**src/rtl/flow_led_pkg.sv**
```systemverilog
// Shared status encoding for the control FSM and the flowing-light driver.
// Also holds the direction encoding used when FLOW_BOUNCE_EN is defined.
package flow_led_pkg;

    localparam int STATUS_W = 2;

    typedef logic [STATUS_W-1:0] status_t;

    localparam status_t ST_LOW   = 2'd0;
    localparam status_t ST_MID   = 2'd1;
    localparam status_t ST_HIGH  = 2'd2;
    localparam status_t ST_PAUSE = 2'd3;

    localparam logic DIR_LEFT  = 1'b0;
    localparam logic DIR_RIGHT = 1'b1;

endpackage

```
**src/rtl/flow_led_driver_if.sv**
```systemverilog
// Status-in / pattern-out bundle between the control side (master) and the LED driver (slave).
interface flow_led_driver_if
    import flow_led_pkg::*;
#(
    parameter int N_LED = 8
);

    status_t            status;
    logic [N_LED-1:0]   led;
    logic               tick;
    logic               paused;

    modport master (output status, input led, input tick, input paused);
    modport slave  (input status, output led, output tick, output paused);

endinterface

```
**src/rtl/flow_led_driver_step_prescaler.sv**
```systemverilog
// Speed-selected step timer: picks the divider from status, counts, holds while paused,
// and strobes step on the edge where the pattern must advance.
module step_prescaler
    import flow_led_pkg::*;
#(
    parameter int DIV_LOW  = 50_000_000,
    parameter int DIV_MID  = 25_000_000,
    parameter int DIV_HIGH = 12_500_000
) (
    input  logic    clk,
    input  logic    rst_n,
    input  status_t status,
    output logic    step
);

    localparam int CNT_W = (DIV_LOW > 1) ? $clog2(DIV_LOW) : 1;

    localparam logic [CNT_W-1:0] LOW_M1  = CNT_W'(DIV_LOW - 1);
    localparam logic [CNT_W-1:0] MID_M1  = CNT_W'(DIV_MID - 1);
    localparam logic [CNT_W-1:0] HIGH_M1 = CNT_W'(DIV_HIGH - 1);

    logic [CNT_W-1:0] cnt_q;
    logic [CNT_W-1:0] cnt_d;
    logic [CNT_W-1:0] div_m1;
    logic             hold;

    always_comb begin
        div_m1 = LOW_M1;
        hold   = 1'b0;
        case (status)
            ST_LOW:  div_m1 = LOW_M1;
            ST_MID:  div_m1 = MID_M1;
            ST_HIGH: div_m1 = HIGH_M1;
            default: hold   = 1'b1;
        endcase
    end

    // ">=" lets a speed-up fire immediately when the held count already exceeds the new limit.
    always_comb begin
        step  = !hold && (cnt_q >= div_m1);
        cnt_d = cnt_q;
        if (!hold) begin
            cnt_d = step ? '0 : cnt_q + CNT_W'(1);
        end
    end

    always_ff @(posedge clk or negedge rst_n) begin
        if (!rst_n) begin
            cnt_q <= '0;
        end else begin
            cnt_q <= cnt_d;
        end
    end

endmodule

```
**src/rtl/flow_led_driver.sv**
```systemverilog
// One-hot flowing-light driver with speed/pause control and an exported step pulse.
// Define FLOW_BOUNCE_EN for a ping-pong pattern instead of the circular rotate.
module flow_led_driver
    import flow_led_pkg::*;
#(
    parameter int N_LED    = 8,
    parameter int DIV_LOW  = 50_000_000,
    parameter int DIV_MID  = 25_000_000,
    parameter int DIV_HIGH = 12_500_000
) (
    input  logic              clk,
    input  logic              rst_n,
    flow_led_driver_if.slave  bus
);

    logic             step;
    logic [N_LED-1:0] led_q;
    logic [N_LED-1:0] led_d;
    logic             tick_q;
    logic             tick_d;
    logic             paused_q;
    logic             paused_d;

    step_prescaler #(
        .DIV_LOW  (DIV_LOW),
        .DIV_MID  (DIV_MID),
        .DIV_HIGH (DIV_HIGH)
    ) u_step_prescaler (
        .clk    (clk),
        .rst_n  (rst_n),
        .status (bus.status),
        .step   (step)
    );

`ifdef FLOW_BOUNCE_EN
    logic dir_q;
    logic dir_d;

    // Direction flips on the edge that lights an end LED, so each end shows for one step only.
    always_comb begin
        led_d = led_q;
        dir_d = dir_q;
        if (step) begin
            if (dir_q == DIR_LEFT) begin
                led_d = led_q << 1;
                if (led_d[N_LED-1]) dir_d = DIR_RIGHT;
            end else begin
                led_d = led_q >> 1;
                if (led_d[0]) dir_d = DIR_LEFT;
            end
        end
    end

    always_ff @(posedge clk or negedge rst_n) begin
        if (!rst_n) begin
            dir_q <= DIR_LEFT;
        end else begin
            dir_q <= dir_d;
        end
    end
`else
    always_comb begin
        led_d = led_q;
        if (step) begin
            led_d = {led_q[N_LED-2:0], led_q[N_LED-1]};
        end
    end
`endif

    always_comb begin
        tick_d   = step;
        paused_d = (bus.status == ST_PAUSE);
    end

    always_ff @(posedge clk or negedge rst_n) begin
        if (!rst_n) begin
            led_q    <= N_LED'(1);
            tick_q   <= 1'b0;
            paused_q <= 1'b0;
        end else begin
            led_q    <= led_d;
            tick_q   <= tick_d;
            paused_q <= paused_d;
        end
    end

    assign bus.led    = led_q;
    assign bus.tick   = tick_q;
    assign bus.paused = paused_q;

endmodule

```
**src/flat_wrapper.sv**
```systemverilog
// flat-port wrapper written by rule: the top's interface ports become plain ports
module flow_led_driver_flat import flow_led_pkg::*;
#(
    parameter int N_LED    = 8,
    parameter int DIV_LOW  = 50_000_000,
    parameter int DIV_MID  = 25_000_000,
    parameter int DIV_HIGH = 12_500_000
)
  (clk, rst_n, bus_status, bus_led, bus_tick, bus_paused);
  flow_led_driver_if #(.N_LED(N_LED)) bus_i ();
  input  logic clk;
  input  logic rst_n;
  input wire logic [$bits(bus_i.status)-1:0] bus_status;
  output wire logic [$bits(bus_i.led)-1:0] bus_led;
  output wire logic [$bits(bus_i.tick)-1:0] bus_tick;
  output wire logic [$bits(bus_i.paused)-1:0] bus_paused;
  assign bus_i.status = bus_status;
  assign bus_led = bus_i.led;
  assign bus_tick = bus_i.tick;
  assign bus_paused = bus_i.paused;
  flow_led_driver #(.N_LED(N_LED), .DIV_LOW(DIV_LOW), .DIV_MID(DIV_MID), .DIV_HIGH(DIV_HIGH)) u_core (.clk(clk), .rst_n(rst_n), .bus(bus_i));
endmodule
```
**config.mk**
```make
export PLATFORM = sky130hd
export DESIGN_NAME = flow_led_driver_flat
export DESIGN_NICKNAME = d
export VERILOG_FILES = /design/src/rtl/flow_led_pkg.sv /design/src/rtl/flow_led_driver_if.sv /design/src/rtl/flow_led_driver_step_prescaler.sv /design/src/rtl/flow_led_driver.sv /design/src/flat_wrapper.sv
export SDC_FILE = /design/constraint.sdc
export NUM_CORES = 1
export LEC_CHECK = 0
export ABC_AREA = 1
export CAP_MARGIN = 20
export CORE_UTILIZATION = 50
export CTS_CLUSTER_SIZE = 25
export DETAILED_ROUTE_END_ITERATION = 12
export GPL_TIMING_DRIVEN = 1
export PLACE_DENSITY = 0.69
export REMOVE_ABC_BUFFERS = 1
export SYNTH_ARGS = -nofsm -noshare
export SYNTH_HDL_FRONTEND = slang
export SYNTH_HIERARCHICAL = 1
export SYNTH_SLANG_ARGS = --single-unit
```
**constraint.sdc**
```tcl
create_clock -name clk -period 5.23 [get_ports clk]
set_clock_uncertainty 0.2 [all_clocks]
set_input_delay 1.046 -clock clk [delete_from_list [all_inputs] [get_ports clk]]
set_output_delay 1.046 -clock clk [all_outputs]
set_load 0.1 [all_outputs]
```
* Word-level counts from Yosys, hierarchy flattened
Cells that the tools add are included.
** Word-level totals
- Register bits after elaboration :: 36
- Input port bits :: 4
- Output and inout bits :: 10
- Logic and storage cells :: 14
** Cells by class
- Add/sub/neg operators :: 1
- Order comparisons :: 1
- Equality and inequality tests :: 3
- Mux-type cells :: 2
- Reductions and logical operators :: 3
** Operator list (number)
- $pmux 26 s2 :: 1
- $add 26x1->26 const B :: 1
- $ge 26x26->1 :: 1
- $mux 26 :: 1
- $eq 2x2->1 const B :: 2
- $reduce_or 3->1 :: 1
- $eq 2x1->1 const B :: 1
- $logic_not 2->1 :: 1
- $logic_and 1x1->1 :: 1

* Longest topological paths before layout
- Word-level depth :: 5
- Gate-level depth with buffers :: 19
- Gate-level depth less buffers :: 17

* By module
Netlist, hierarchy kept.
** Modules (own cells, without submodules)
- step_prescaler :: times used 1, cells an instance 282, area an instance 2003.2 um2, sequential area each 650.6 um2
- flow_led_driver :: times used 1, cells an instance 38, area an instance 364.1 um2, sequential area each 251.5 um2

* Least setup slack after synthesis
No wires, ideal clock.
- Kind :: input -> register
- Start :: input bus_status[0]
- End :: register u_core.led_q[3] (netlist: u_core/bus.led[3])
- Setup time :: 122 ps
- Data arrival time :: 2886 ps
- Data required time :: 4908 ps
- Setup slack :: 2022 ps
- Stages :: 17
- Cells stage by stage :: inv_1 -> ha_1 -> inv_1 -> ha_1 -> nand2_1 -> inv_1 -> nand4_1 -> nor2_1 -> nand3_1 -> nand3_4 -> buf_8 -> nand2_2 -> inv_1 -> buf_6 -> inv_2 -> nand2_1 -> nand2_1
** Between the ends
- Longest elaborated chain between the ends :: 4
- Elaborated cells on any way between the ends :: 7
- Classes of those cells :: order compare (1); eq/ne (2); mux (1); reduce/logical (3)
** RTL lines
- from (decl) :: line flat_wrapper.sv:13 : input wire logic [$bits(bus_i.status)-1:0] bus_status;
- $eq 2x2->1 / $eq 2x1->1 (equally long branches) :: line flow_led_driver_step_prescaler.sv:30 : case (status)
- $pmux 26 s2 :: line flow_led_driver_step_prescaler.sv:30
- $ge 26x26->1 :: line flow_led_driver_step_prescaler.sv:40 : step = !hold && (cnt_q >= div_m1);
- $logic_and 1x1->1 * :: line flow_led_driver_step_prescaler.sv:40
- net u_core.step :: line flow_led_driver.sv:16 : logic step;
- to (signal assigned) :: line flow_led_driver.sv:81 : led_q <= led_d;
- to (decl) :: line flow_led_driver.sv:17 : logic [N_LED-1:0] led_q;
The timed path passes the listed nets; every way through them passes the cells marked *.
A chain may end at the register's enable or synchronous reset.

* Worst setup path in the final report
- Start :: input bus_status[0]
- End :: register u_core.led_q[2] (netlist: u_core/bus.led[2])
The elaborated chain is that of the path after synthesis.

==> qor.csv <==
stage,metric,value,unit
outcome,status,completed,
cts,CTS Buf Count,5,
sta,Fin Setup TNS,0,ps
routing,initial DRC count,140,
routing,total wire length,5177,um
routing,Pre-antenna DRT Iters,4,
placement,Post-Place Worst Slack,1002,ps
routing,Residual DRC,0,
placement,port bufs,13,
setup_path,worst path arrival time,3930,ps
cells_and_area,n_diodes,0,
setup_path,Crit Reg-Reg Startpoint,u_core/u_step_prescaler/cnt_q[25],
worst_hold_path,HP Class,register to register,
yosys,"flops & latches, synth",36,
sta,Fmax achieved,253.5,MHz
setup_path,reg-to-reg setup timing slack,2760,ps
sta,Max transition margin,35.36,%
placement,routability congestion estimate,0.8842,
floorplan,die width,70.81,um
power,peak supply drop,165.7,uV
cts,clock buffer depth,2,
routing,DR vias,2033,
cts,Worst-Skew Late Latency,290,ps
cells_and_area,fin cells,386,
cells_and_area,storage element area,902.1,um^2
setup_path,Worst Path Required,5210,ps
sta,fin crit period,3945,ps
cells_and_area,layout cell share with drive strength beyond 1,7.784,%
cts,CTS sink count,36,
cts,postcts setup bufs,0,
sta,"Slew Viols, Final",0,
setup_path,Crit Reg-Reg Endpoint,u_core/bus.led[2],
setup_path,crit path from,bus_status[0],
setup_path,CP Launch Type,primary input,
grt,vias in the first global route,1985,
cts,hold buffers post-CTS,0,
yosys,Mapped Area,2367,um^2
cts,post-CTS sizing,0,
yosys,Synth Instances,320,
setup_path,Max Fanout on Critical Path,27,
sta,final setup margin,1285,ps
flow_run,max-cap viol count,0,
yosys,post-synthesis sequential area ratio,38.11,%
cells_and_area,area delta synth->final,10.31,%
cts,H-tree levels,2,
sta,worst hold slack,281.4,ps
setup_path,CP endpoint,u_core/bus.led[2],
routing,DR WL/cell,13.41,um
sta,final setup violation count,0,
power,Static Leak,0.001315,uW
floorplan,Core ar.,4444,um^2
setup_path,Worst setup EP type,register,
cts,CTS tree,yes,
floorplan,Top Ports,14,
floorplan,DIE AREA,5013,um^2
grt,global-route wire length before repair,9066,um
routing,Final ANT Viol Nets,0,
grt,largest net degree at the start of global routing,37,
cts,"Reg clk slew, reported paths",70,ps
sta,final hold violations,0,
cts,Root Buffer,clkbuf_8,
sta,period utilization,75.44,%
cells_and_area,Final nets,348,
yosys,Synth cell types,33,
sta,RSZ-0062 raised after global routing,false,
yosys,Synth Area per Inst,7.398,um^2
yosys,YS warnings,6,
grt,total grt overflow,0,
placement,HPWL after DPL,3644,um
routing,vias per std cell,5.267,
cells_and_area,multi-input logic area,1250,um^2
grt,antenna violations before repair,0,
floorplan,die height,70.81,um
placement,placed insts,378,
floorplan,Rows,24,
sta,Worst-Margin Slew,966.6,ps
floorplan,Starting Density,53.27,%
power,Power Density,289.5,nW/um^2
cells_and_area,layout filler cell count,435,
grt,gr usage total,23.18,%
setup_path,Reg2Reg Depth,12,
setup_path,Setup Crit Path Kind,primary input to register,
-- per-stage QoR --
stage	cell area (um^2)	power, uW	util [%]
final	2611	756.1	58.76
after global routing	2611	807.4	58.76
after CTS	2611	767.3	58.76
after detailed placement	2504	519.9	56.33
after global placement	2504	515.6	56.33
after floorplan	2306	472.8	-
-- area by class of cell --
class	count	area share, %
clock buffer	6	2.779
clock inverter	2	1.342
inverter	41	5.894
multi-input combinational	235	47.87
sequential	36	34.55
tap	52	2.492
timing repair buffer	14	5.079
-- cell usage after synthesis --
cell | instances | area [um^2]
xor2_1 | 14 | 122.6
a21o_1 | 1 | 7.510
buf_6 | 2 | 22.52
nor3_1 | 3 | 15.01
nand3b_1 | 2 | 15.01
nand3_4 | 1 | 17.52
and3_1 | 1 | 6.260
ha_1 | 11 | 137.6
nor3_4 | 1 | 16.27
nand2_1 | 97 | 364.1
nor2_2 | 4 | 25.02
dfrtp_1 | 35 | 875.8
nor3_2 | 1 | 10.01
xnor2_1 | 3 | 26.28
nand3_1 | 17 | 85.08
buf_2 | 4 | 20.02
o21ai_0 | 2 | 10.01
or2_2 | 1 | 6.260
o22ai_1 | 1 | 6.260
inv_1 | 39 | 146.4
clkbuf_1 | 1 | 3.750
a21oi_2 | 2 | 17.52
nand4_2 | 1 | 12.51
buf_8 | 1 | 15.01
nor2_4 | 1 | 11.26
or2_0 | 1 | 6.260
nor2_1 | 29 | 108.9
nand4_1 | 11 | 68.82
nor4_1 | 1 | 6.260
inv_2 | 2 | 7.510
nand2_2 | 2 | 12.51
a21oi_1 | 27 | 135.1
dfstp_2 | 1 | 26.28
-- flip-flops by register name, summed over array words and instances (netlist names) --
name                           count
u_core/u_step_prescaler/cnt_q     26
u_core/bus.led                     8
u_core/bus.paused                  1
u_core/bus.tick                    1
-- critical path, stage by stage --
cell and delay [ps]:
clkdlybuf4s50_1 560, inv_1 90, ha_1 360, inv_1 120, ha_1 310, nand2_1 50
inv_1 70, nand4_1 130, nor2_1 160, nand3_1 130, nand3_4 310, nand2_2 60
inv_1 250, inv_2 140, nand2_1 80, nand2_1 50
-- placed cells by master (no fill, tap or decap), types with 2 or more instances in the layout --
master | netlist | layout
a21oi_2 | 2 | 2
inv_2 | 2 | 2
nor2_2 | 4 | 4
ha_1 | 11 | 11
xnor2_1 | 3 | 3
nand3_1 | 17 | 17
nand2_1 | 97 | 97
o21ai_0 | 2 | 2
clkdlybuf4s50_1 | 0 | 12
clkbuf_8 | 0 | 5
dfrtp_1 | 35 | 35
nand3b_1 | 2 | 2
nand4_1 | 11 | 11
nor2_1 | 29 | 29
xor2_1 | 14 | 14
nand2_2 | 2 | 2
nor3_1 | 3 | 3
inv_1 | 39 | 39
a21oi_1 | 27 | 27
-- worst min-delay path by stage --
| stage | from | to | slack [ps] | cells past startpoint |
|---|---|---|---|---|
| 2_1_floorplan | u_core/u_step_prescaler/cnt_q[1] | u_core/u_step_prescaler/cnt_q[1] | 280 | 2 |
| 3_3_place_gp | u_core/bus.led[0] | u_core/bus.led[0] | 280 | 2 |
| 3_5_place_dp | u_core/bus.led[0] | u_core/bus.led[0] | 270 | 2 |
| 4_1_cts | u_core/bus.led[0] | u_core/bus.led[0] | 280 | 2 |
| 5_1_grt | u_core/bus.led[0] | u_core/bus.led[0] | 300 | 2 |
| 6_report | u_core/bus.led[0] | u_core/bus.led[0] | 280 | 2 |
-- report_power, final --
group,internal (uW),switching [uW]
clock network,141,99.0
logic,62.4,100
registers,315,38.6
-- layer usage --
| layer | track usage, % | vias up | part of all wire (%) | routed length (um) |
|---|---|---|---|---|
| met4 | 8.000 | 0 | 1.1 | 59 |
| met2 | 37.39 | 33 | 48 | 2461 |
| met5 | 0 | - | 0 | 0 |
| li1 | - | 1040 | - | - |
| met3 | 5.413 | 4 | 4.0 | 207 |
| met1 | 30.70 | 956 | 47 | 2449 |
-- cell families after synthesis --
| kind of cell | Yosys count | synth area share [%] |
|---|---|---|
| simple gates | 174 | 33.25 |
| buf+inv | 49 | 9.091 |
| flops | 36 | 38.11 |
| compound gates | 33 | 7.453 |
| xor+xnor | 17 | 6.290 |
| fa+ha+maj | 11 | 5.814 |
No activity file was read; power rests on OpenSTA's default activity.
